--- config.mk ---
export PLATFORM = sky130hd
export DESIGN_NAME = ibex_alu_pext_mac_flat
export DESIGN_NICKNAME = d
export VERILOG_FILES = /design/src/rtl/ibex_alu_pext_mac_pkg.sv /design/src/rtl/ibex_alu_pext_mac_if.sv /design/src/rtl/ibex_alu_pext_mac_sat.sv /design/src/rtl/ibex_alu_pext_mac.sv /design/src/flat_wrapper.sv
export SDC_FILE = /design/constraint.sdc
export NUM_CORES = 2
export LEC_CHECK = 0
export ABC_CLOCK_PERIOD_IN_PS = 18100
export BUFFER_PORTS_ARGS = -buffer_cell sky130_fd_sc_hd__clkbuf_2
export CAP_MARGIN = 20
export CORE_MARGIN = 1.5
export CORE_UTILIZATION = 55
export CTS_CLUSTER_SIZE = 24
export DETAILED_ROUTE_END_ITERATION = 8
export PLACE_DENSITY = 0.73
export RECOVER_POWER = 100
export REMOVE_ABC_BUFFERS = 1
export SYNTH_ARGS = -nofsm -noshare
export SYNTH_HDL_FRONTEND = slang
export SYNTH_SLANG_ARGS = --single-unit
--- constraint.sdc ---
create_clock -name clk_i -period 18.1 [get_ports clk_i]
set_input_delay 0.905 -clock clk_i [delete_from_list [all_inputs] [get_ports clk_i]]
set_output_delay 0.905 -clock clk_i [all_outputs]
set_load 0.02 [all_outputs]
--- src/rtl/ibex_alu_pext_mac_pkg.sv ---
// Shared types and constants for the Zpn multiply-accumulate engine and its neighbours.
// Holds the operator, FSM state and operator-class enums plus the saturation bounds.
package ibex_pkg_pext;

    typedef enum logic [4:0] {
        ZPN_ADD16,
        ZPN_SUB16,
        ZPN_SMAQA,
        ZPN_MADDR32,
        ZPN_MSUBR32,
        ZPN_KMMAC,
        ZPN_KMMACU,
        ZPN_KMMSB,
        ZPN_KMMSBU
    } zpn_op_e;

    typedef enum logic [2:0] {
        MAC_IDLE,
        MAC_MUL_LL,
        MAC_MUL_LH,
        MAC_MUL_HL,
        MAC_MUL_HH,
        MAC_MUL,
        MAC_ACC,
        MAC_DONE
    } mac_state_e;

    typedef enum logic [1:0] {
        MAC_LOW,
        MAC_HIGH,
        MAC_HIGH_RND
    } mac_class_e;

    localparam logic [63:0] MAC_RND_CONST = 64'h0000_0000_8000_0000;
    localparam logic [31:0] MAC_SAT_MAX   = 32'h7FFF_FFFF;
    localparam logic [31:0] MAC_SAT_MIN   = 32'h8000_0000;

    function automatic logic is_mac_op(zpn_op_e op);
        return op inside {ZPN_MADDR32, ZPN_MSUBR32, ZPN_KMMAC, ZPN_KMMACU, ZPN_KMMSB, ZPN_KMMSBU};
    endfunction

    // Rounding variants take the upper word of P + 2^31 instead of P.
    function automatic mac_class_e mac_class(zpn_op_e op);
        mac_class_e cls;
        unique case (op)
            ZPN_KMMAC, ZPN_KMMSB:   cls = MAC_HIGH;
            ZPN_KMMACU, ZPN_KMMSBU: cls = MAC_HIGH_RND;
            default:                cls = MAC_LOW;
        endcase
        return cls;
    endfunction

endpackage

--- src/rtl/ibex_alu_pext_mac_if.sv ---
// Request/response bundle between the Pext decoder/writeback side and the MAC engine.
interface ibex_alu_pext_mac_if;
    import ibex_pkg_pext::*;

    logic        valid;
    logic        ready;
    logic        flush;
    zpn_op_e     zpn_operator;
    logic        signed_ops;
    logic [1:0]  alu_sub;
    logic [31:0] op_a;
    logic [31:0] op_b;
    logic [31:0] op_c;
    logic        result_valid;
    logic [31:0] result;
    logic        ov;
    logic        busy;

    modport master (
        output valid, flush, zpn_operator, signed_ops, alu_sub, op_a, op_b, op_c,
        input  ready, result_valid, result, ov, busy
    );

    modport slave (
        input  valid, flush, zpn_operator, signed_ops, alu_sub, op_a, op_b, op_c,
        output ready, result_valid, result, ov, busy
    );

endinterface

--- src/rtl/ibex_alu_pext_mac_sat.sv ---
// Combinational 33-bit accumulate (c +/- term) with optional 32-bit signed saturation.
module ibex_alu_pext_mac_sat
    import ibex_pkg_pext::*;
(
    input  logic [31:0] acc_i,
    input  logic [31:0] term_i,
    input  logic        sub_i,
    input  logic        sat_en_i,
    output logic [31:0] result_o,
    output logic        ov_o
);

    logic [32:0] acc_ext;
    logic [32:0] term_ext;
    logic [32:0] sum;
    logic        overflow;

    assign acc_ext  = {acc_i[31], acc_i};
    assign term_ext = {term_i[31], term_i};
    assign sum      = sub_i ? (acc_ext - term_ext) : (acc_ext + term_ext);
    assign overflow = sum[32] ^ sum[31];

    always_comb begin
        result_o = sum[31:0];
        ov_o     = 1'b0;
        if (sat_en_i && overflow) begin
            ov_o     = 1'b1;
            result_o = sum[32] ? MAC_SAT_MIN : MAC_SAT_MAX;
        end
    end

endmodule

--- src/rtl/ibex_alu_pext_mac.sv ---
// Multi-cycle 32x32 MAC for MADDR32/MSUBR32/KMMAC(u)/KMMSB(u).
// Define IBEX_PEXT_MAC_FAST_EN for a single-cycle 33x33 multiplier instead of four 17x17 steps.
module ibex_alu_pext_mac
    import ibex_pkg_pext::*;
#(
    parameter bit EarlyLowExit = 1'b1
) (
    input  logic                      clk_i,
    input  logic                      rst_ni,
    ibex_alu_pext_mac_if.slave        mac
);

    mac_state_e  state_q, state_d;
    logic [31:0] a_q, b_q, c_q;
    mac_class_e  class_q;
    logic        sub_q;
    logic [63:0] acc_q, acc_d;
    logic [31:0] result_q;
    logic        ov_q;

    logic        ready;
    logic        accept;
    logic [63:0] mul_acc;
    logic [63:0] rnd_full;
    logic [31:0] term;
    logic [31:0] sat_result;
    logic        sat_ov;

    assign ready  = (state_q == MAC_IDLE) || (state_q == MAC_DONE);
    assign accept = mac.valid && ready && !mac.flush;

`ifdef IBEX_PEXT_MAC_FAST_EN
    localparam mac_state_e FirstMul = MAC_MUL;

    logic signed [32:0] fast_a, fast_b;
    logic signed [63:0] fast_prod;

    assign fast_a    = {a_q[31], a_q};
    assign fast_b    = {b_q[31], b_q};
    assign fast_prod = 64'(fast_a) * 64'(fast_b);
    assign mul_acc   = fast_prod;
`else
    localparam mac_state_e FirstMul = MAC_MUL_LL;

    logic signed [16:0] mul_a, mul_b;
    logic signed [33:0] pp;
    logic [63:0]        pp_ext;
    logic [63:0]        pp_shifted;

    // Low halves zero-extended, high halves sign-extended, so the four products sum to a*b.
    always_comb begin
        mul_a = {1'b0, a_q[15:0]};
        mul_b = {1'b0, b_q[15:0]};
        unique case (state_q)
            MAC_MUL_LH: mul_b = {b_q[31], b_q[31:16]};
            MAC_MUL_HL: mul_a = {a_q[31], a_q[31:16]};
            MAC_MUL_HH: begin
                mul_a = {a_q[31], a_q[31:16]};
                mul_b = {b_q[31], b_q[31:16]};
            end
            default: ;
        endcase
    end

    assign pp     = mul_a * mul_b;
    assign pp_ext = {{30{pp[33]}}, pp};

    always_comb begin
        pp_shifted = '0;
        unique case (state_q)
            MAC_MUL_LL:             pp_shifted = pp_ext;
            MAC_MUL_LH, MAC_MUL_HL: pp_shifted = pp_ext << 16;
            MAC_MUL_HH:             pp_shifted = pp_ext << 32;
            default: ;
        endcase
    end

    assign mul_acc = acc_q + pp_shifted;
`endif

    always_comb begin
        state_d = state_q;
        acc_d   = acc_q;
        unique case (state_q)
            MAC_IDLE, MAC_DONE: state_d = MAC_IDLE;
            MAC_MUL_LL: begin
                state_d = MAC_MUL_LH;
                acc_d   = mul_acc;
            end
            MAC_MUL_LH: begin
                state_d = MAC_MUL_HL;
                acc_d   = mul_acc;
            end
            MAC_MUL_HL: begin
                // HH only touches bits 63:32, which low-word ops never look at.
                state_d = (EarlyLowExit && class_q == MAC_LOW) ? MAC_ACC : MAC_MUL_HH;
                acc_d   = mul_acc;
            end
            MAC_MUL_HH, MAC_MUL: begin
                state_d = MAC_ACC;
                acc_d   = mul_acc;
            end
            MAC_ACC: state_d = MAC_DONE;
            default: state_d = MAC_IDLE;
        endcase
        if (accept) begin
            state_d = FirstMul;
            acc_d   = '0;
        end
        if (mac.flush) begin
            state_d = MAC_IDLE;
        end
    end

    assign rnd_full = acc_q + ((class_q == MAC_HIGH_RND) ? MAC_RND_CONST : 64'h0);
    assign term     = (class_q == MAC_LOW) ? rnd_full[31:0] : rnd_full[63:32];

    ibex_alu_pext_mac_sat u_sat (
        .acc_i    (c_q),
        .term_i   (term),
        .sub_i    (sub_q),
        .sat_en_i (class_q != MAC_LOW),
        .result_o (sat_result),
        .ov_o     (sat_ov)
    );

    always_ff @(posedge clk_i or negedge rst_ni) begin
        if (!rst_ni) begin
            state_q  <= MAC_IDLE;
            a_q      <= '0;
            b_q      <= '0;
            c_q      <= '0;
            class_q  <= MAC_LOW;
            sub_q    <= 1'b0;
            acc_q    <= '0;
            result_q <= '0;
            ov_q     <= 1'b0;
        end else begin
            state_q <= state_d;
            acc_q   <= acc_d;
            if (accept) begin
                a_q     <= mac.op_a;
                b_q     <= mac.op_b;
                c_q     <= mac.op_c;
                class_q <= mac_class(mac.zpn_operator);
                sub_q   <= (mac.alu_sub == 2'b11);
            end
            if (state_q == MAC_ACC && !mac.flush) begin
                result_q <= sat_result;
                ov_q     <= sat_ov;
            end
        end
    end

    assign mac.ready        = ready;
    assign mac.result_valid = (state_q == MAC_DONE) && !mac.flush;
    assign mac.result       = result_q;
    assign mac.ov           = ov_q;
    assign mac.busy         = !ready;

    MacOpKnown: assert property (@(posedge clk_i) disable iff (!rst_ni)
        accept |-> (is_mac_op(mac.zpn_operator) && mac.signed_ops));

endmodule

--- src/flat_wrapper.sv ---
// flat-port wrapper written by rule: the top's interface ports become plain ports
module ibex_alu_pext_mac_flat import ibex_pkg_pext::*;
#(
    parameter bit EarlyLowExit = 1'b1
)
  (clk_i, rst_ni, mac_valid, mac_flush, mac_zpn_operator, mac_signed_ops, mac_alu_sub, mac_op_a, mac_op_b, mac_op_c, mac_ready, mac_result_valid, mac_result, mac_ov, mac_busy);
  ibex_alu_pext_mac_if mac_i ();
  input  logic clk_i;
  input  logic rst_ni;
  input wire logic [$bits(mac_i.valid)-1:0] mac_valid;
  input wire logic [$bits(mac_i.flush)-1:0] mac_flush;
  input wire logic [$bits(mac_i.zpn_operator)-1:0] mac_zpn_operator;
  input wire logic [$bits(mac_i.signed_ops)-1:0] mac_signed_ops;
  input wire logic [$bits(mac_i.alu_sub)-1:0] mac_alu_sub;
  input wire logic [$bits(mac_i.op_a)-1:0] mac_op_a;
  input wire logic [$bits(mac_i.op_b)-1:0] mac_op_b;
  input wire logic [$bits(mac_i.op_c)-1:0] mac_op_c;
  output wire logic [$bits(mac_i.ready)-1:0] mac_ready;
  output wire logic [$bits(mac_i.result_valid)-1:0] mac_result_valid;
  output wire logic [$bits(mac_i.result)-1:0] mac_result;
  output wire logic [$bits(mac_i.ov)-1:0] mac_ov;
  output wire logic [$bits(mac_i.busy)-1:0] mac_busy;
  assign mac_i.valid = mac_valid;
  assign mac_i.flush = mac_flush;
  assign mac_i.zpn_operator = mac_zpn_operator;
  assign mac_i.signed_ops = mac_signed_ops;
  assign mac_i.alu_sub = mac_alu_sub;
  assign mac_i.op_a = mac_op_a;
  assign mac_i.op_b = mac_op_b;
  assign mac_i.op_c = mac_op_c;
  assign mac_ready = mac_i.ready;
  assign mac_result_valid = mac_i.result_valid;
  assign mac_result = mac_i.result;
  assign mac_ov = mac_i.ov;
  assign mac_busy = mac_i.busy;
  ibex_alu_pext_mac #(.EarlyLowExit(EarlyLowExit)) u_core (.clk_i(clk_i), .rst_ni(rst_ni), .mac(mac_i));
endmodule
==> results.txt <==
- Initial core utilization: between 50% and 60%
* Die footprint: roughly 50,000 um2
- During placement, the flow inserted port buffers numbering around 140.
* Number of enable-type register cells in the synthesized netlist: 0
- STA classifies the critical path endpoint as a flop.
* Fin. Hold Viols: 0
* Nets: 3,785
* Internal reg-to-reg setup slack: ~3.8 ns
* Final slew viol count: around 460
- Of all flip-flops after synthesis, the portion carrying an async set or reset was 100.0%.
- Min-delay src: u_core.b_q[1]
- The average instance in the mapped netlist occupies about 8.4 um2.
- At the pin with the least slew margin, the transition time is approximately 4.3 ns.
- Depth of the CTS H-tree: 4
- The initial antenna violation count came to 0.
* Seq cells post-synth: 199
- Hold_buf cts: 0
* Upper clock frequency limit: about 70 MHz
- The die is ~220 um tall.
- The core region is ~47,000 um2.
- Dividing the detail-routed via count by the number of cells gives ~6.
- CP max-delay cell: clkbuf_1
- HPWL after DPL: between 50,000 and 60,000 um
- Chip Width: about 220 um
* Gpl congestion: between 0.9 and 1
- In the final timing run, aggregate negative setup slack is 0 ns.
- Root Buffer: clkbuf_16
- The first global-routing pass estimated between 100,000 and 150,000 um of wire.
- Synthesized instance count: 3,116
- Maximum capacitance violations: 8
- Most used cells in the layout excluding fill and tap cells: nand2_1 (579), inv_1 (356), fa_1 (298)
- Most common flop cell mapped by yosys: dfrtp_1
- 144 I/O pins were placed.
- Clock input transition at the sequential cells of the worst setup and hold paths: 0.09 ns
* Critical path required time: 18.46 ns
- Crit share post-route: between 70% and 80%
* Final critical-path required period: between 10 and 15 ns
- Vias in the first global route: 22,342
- Number of buffers inserted by post-CTS setup repair: 0
- Peak fanout along the critical path: 33
- Counting the buffers created by CTS gives 17.
- Reg-to-reg critical path endpoint: u_core.acc_q[62]
- Max-slew headroom at the worst pin: -189.5%
- TritonCTS built the clock tree.
- The final reports fail on design-rule violations, max-capacitance violations, max-slew violations.
- Data arrives at the worst endpoint at between 10 and 15 ns.
* Worst Clk Skew: 0.01983 ns
- Layout cells sized above 1: roughly 8%
* Sum of routed wire length over all layers: approximately 74,000 um
- In the final routed layout, each cell accounts on average for 19.28 um.
- Ant diodes: 0
- The critical path is of the flop to flop type.
- Hold path cells: 2
- Final setup violating endpoints: 0
- Cells fill between 50% and 60% of the core in the end.
* Summed instance area of the synthesized netlist: approximately 26,000 um2
- For the worst-skew pair, the clock arrives at the later sink with an insertion delay of 0.53 ns.
- Count of clock tree sinks: 199
- For this run, the register share of the synthesized area comes to between 10% and 20%.
- Antenna Violating Nets Remaining: 0
- End of the worst hold path: u_core.b_q[1]
- The longest clock path from root to sink contains 2 buffers.
- The detailed router finished its first iteration with ~1,700 violations.
- Run status: finished, violations left
- Worst flop-to-flop path startpoint: u_core.state_q[2]
- Synth warn: 0
- Startpoint type of the worst setup path: flop
* Logic depth of the worst register-to-register path: 39
- For this run, the detailed router's first-pass iteration total came to 9.
- DR DRC count: 13
- Entering global routing, the biggest net connects between 80 and 90 pins.
- Peak per-stage delay on the critical path: between 1.5 and 2 ns
- The path class of the tightest hold or removal check is flop to flop.
- The floorplan has a little under 80 rows.
- Unique masters post-synth: 85
- Area growth syn-to-layout: 6.889%
* Commonest non-fill, non-tap cell in the layout: nand2_1
- Once the clock tree was built, the resizer swapped 0 gates to a different size.
- Total grt overflow: 0
* Total via count after detailed routing: 22,472
* Overall fraction of global-route tracks in use: a little under a third
* Setup repair after global routing missed its margin: no
[metal layers]
metal / GRT usage, % / vias up / wire length, um
met5: 0 / - / 0
met3: 5.205 / 162 / 4657
li1: - / 10452 / -
met2: 51.82 / 794 / 35580
met1: 39.24 / 11064 / 30560
met4: 12.35 / 0 / 2775
[Yosys cell counts, types with 61 or more instances]
| master | count | area (um2) |
|---|---|---|
| clkbuf_1 | 103 | 386.6 |
| fa_1 | 298 | 5966 |
| nand2_1 | 580 | 2177 |
| o21ai_0 | 135 | 675.7 |
| nor2_1 | 267 | 1002 |
| a21o_1 | 78 | 585.6 |
| xnor2_1 | 101 | 884.6 |
| xor2_1 | 70 | 613.1 |
| dfrtp_1 | 199 | 4980 |
| ha_1 | 183 | 2290 |
| a21oi_1 | 148 | 740.7 |
| inv_1 | 356 | 1336 |
| nand3_1 | 61 | 305.3 |
[worst max-delay path by stage]
stage	from	end	slack (ns)	depth (start not counted)
final	u_core.state_q[2]	u_core.acc_q[62]	3.81	39
after global routing	u_core.state_q[2]	u_core.acc_q[62]	3.07	39
after CTS	u_core.state_q[1]	u_core.acc_q[62]	5.43	42
after detailed placement	u_core.state_q[0]	u_core.acc_q[62]	5.46	42
after global placement	u_core.state_q[0]	u_core.acc_q[62]	5.57	42
after floorplan	u_core.state_q[2]	u_core.acc_q[62]	6.36	39
[cell families after synthesis]
kind of cell               synth area share [%]
AOI/OAI and AO/OA                         14.02
muxes                                     2.489
xor gates and xnor gates                  5.836
and+or+nand+nor                           19.88
DFF                                       19.05
adders and majority gates                 31.59
buffers and inverters                     7.133
[worst max-delay path, delay by kind of cell (launching register included)]
kind | cells | cell delay [ns]
compound gates | 20 | 5.35
fa+ha+maj | 8 | 3.59
simple gates | 5 | 2.17
buf+inv | 4 | 1.89
flops | 1 | 0.79
xor+xnor | 2 | 0.32
[registers in the layout, summed over array words and instances, names as in the netlist]
register and count:
u_core.mac.ov 1, u_core.class_q 2, u_core.state_q 3, u_core.mac.result 32, u_core.acc_q 64, u_core.b_q 32
u_core.c_q 32, u_core.sub_q 1, u_core.a_q 32
[final cells by class]
class / count / area, um2
Timing Repair Buffer: 186 / 972.2
Inverter: 356 / 1336
Tap cell: 607 / 759.5
Sequential cell: 199 / 4980
Clock buffer: 18 / 439.2
Clock inverter: 14 / 153.9
Multi-Input combinational cell: 2436 / 19290
Fill cell: 4187 / 18820
[metrics by stage]
| stage | worst slack [ns] | instance area [um2] | instances | hold slack (ns) |
|---|---|---|---|---|
| after floorplan | 6.357 | 25610 | 2991 | 0.4401 |
| after global placement | 5.567 | 27440 | 3779 | 0.4552 |
| after detailed placement | 5.462 | 27440 | 3779 | 0.4622 |
| after CTS | 5.426 | 28030 | 3811 | 0.4106 |
| after global routing | 3.072 | 27940 | 3816 | 0.5046 |
| final | 3.807 | 27940 | 3816 | 0.4821 |
Power is not shown: default switching activity piles up to over one toggle a cycle in this logic, so the estimate is an artifact.
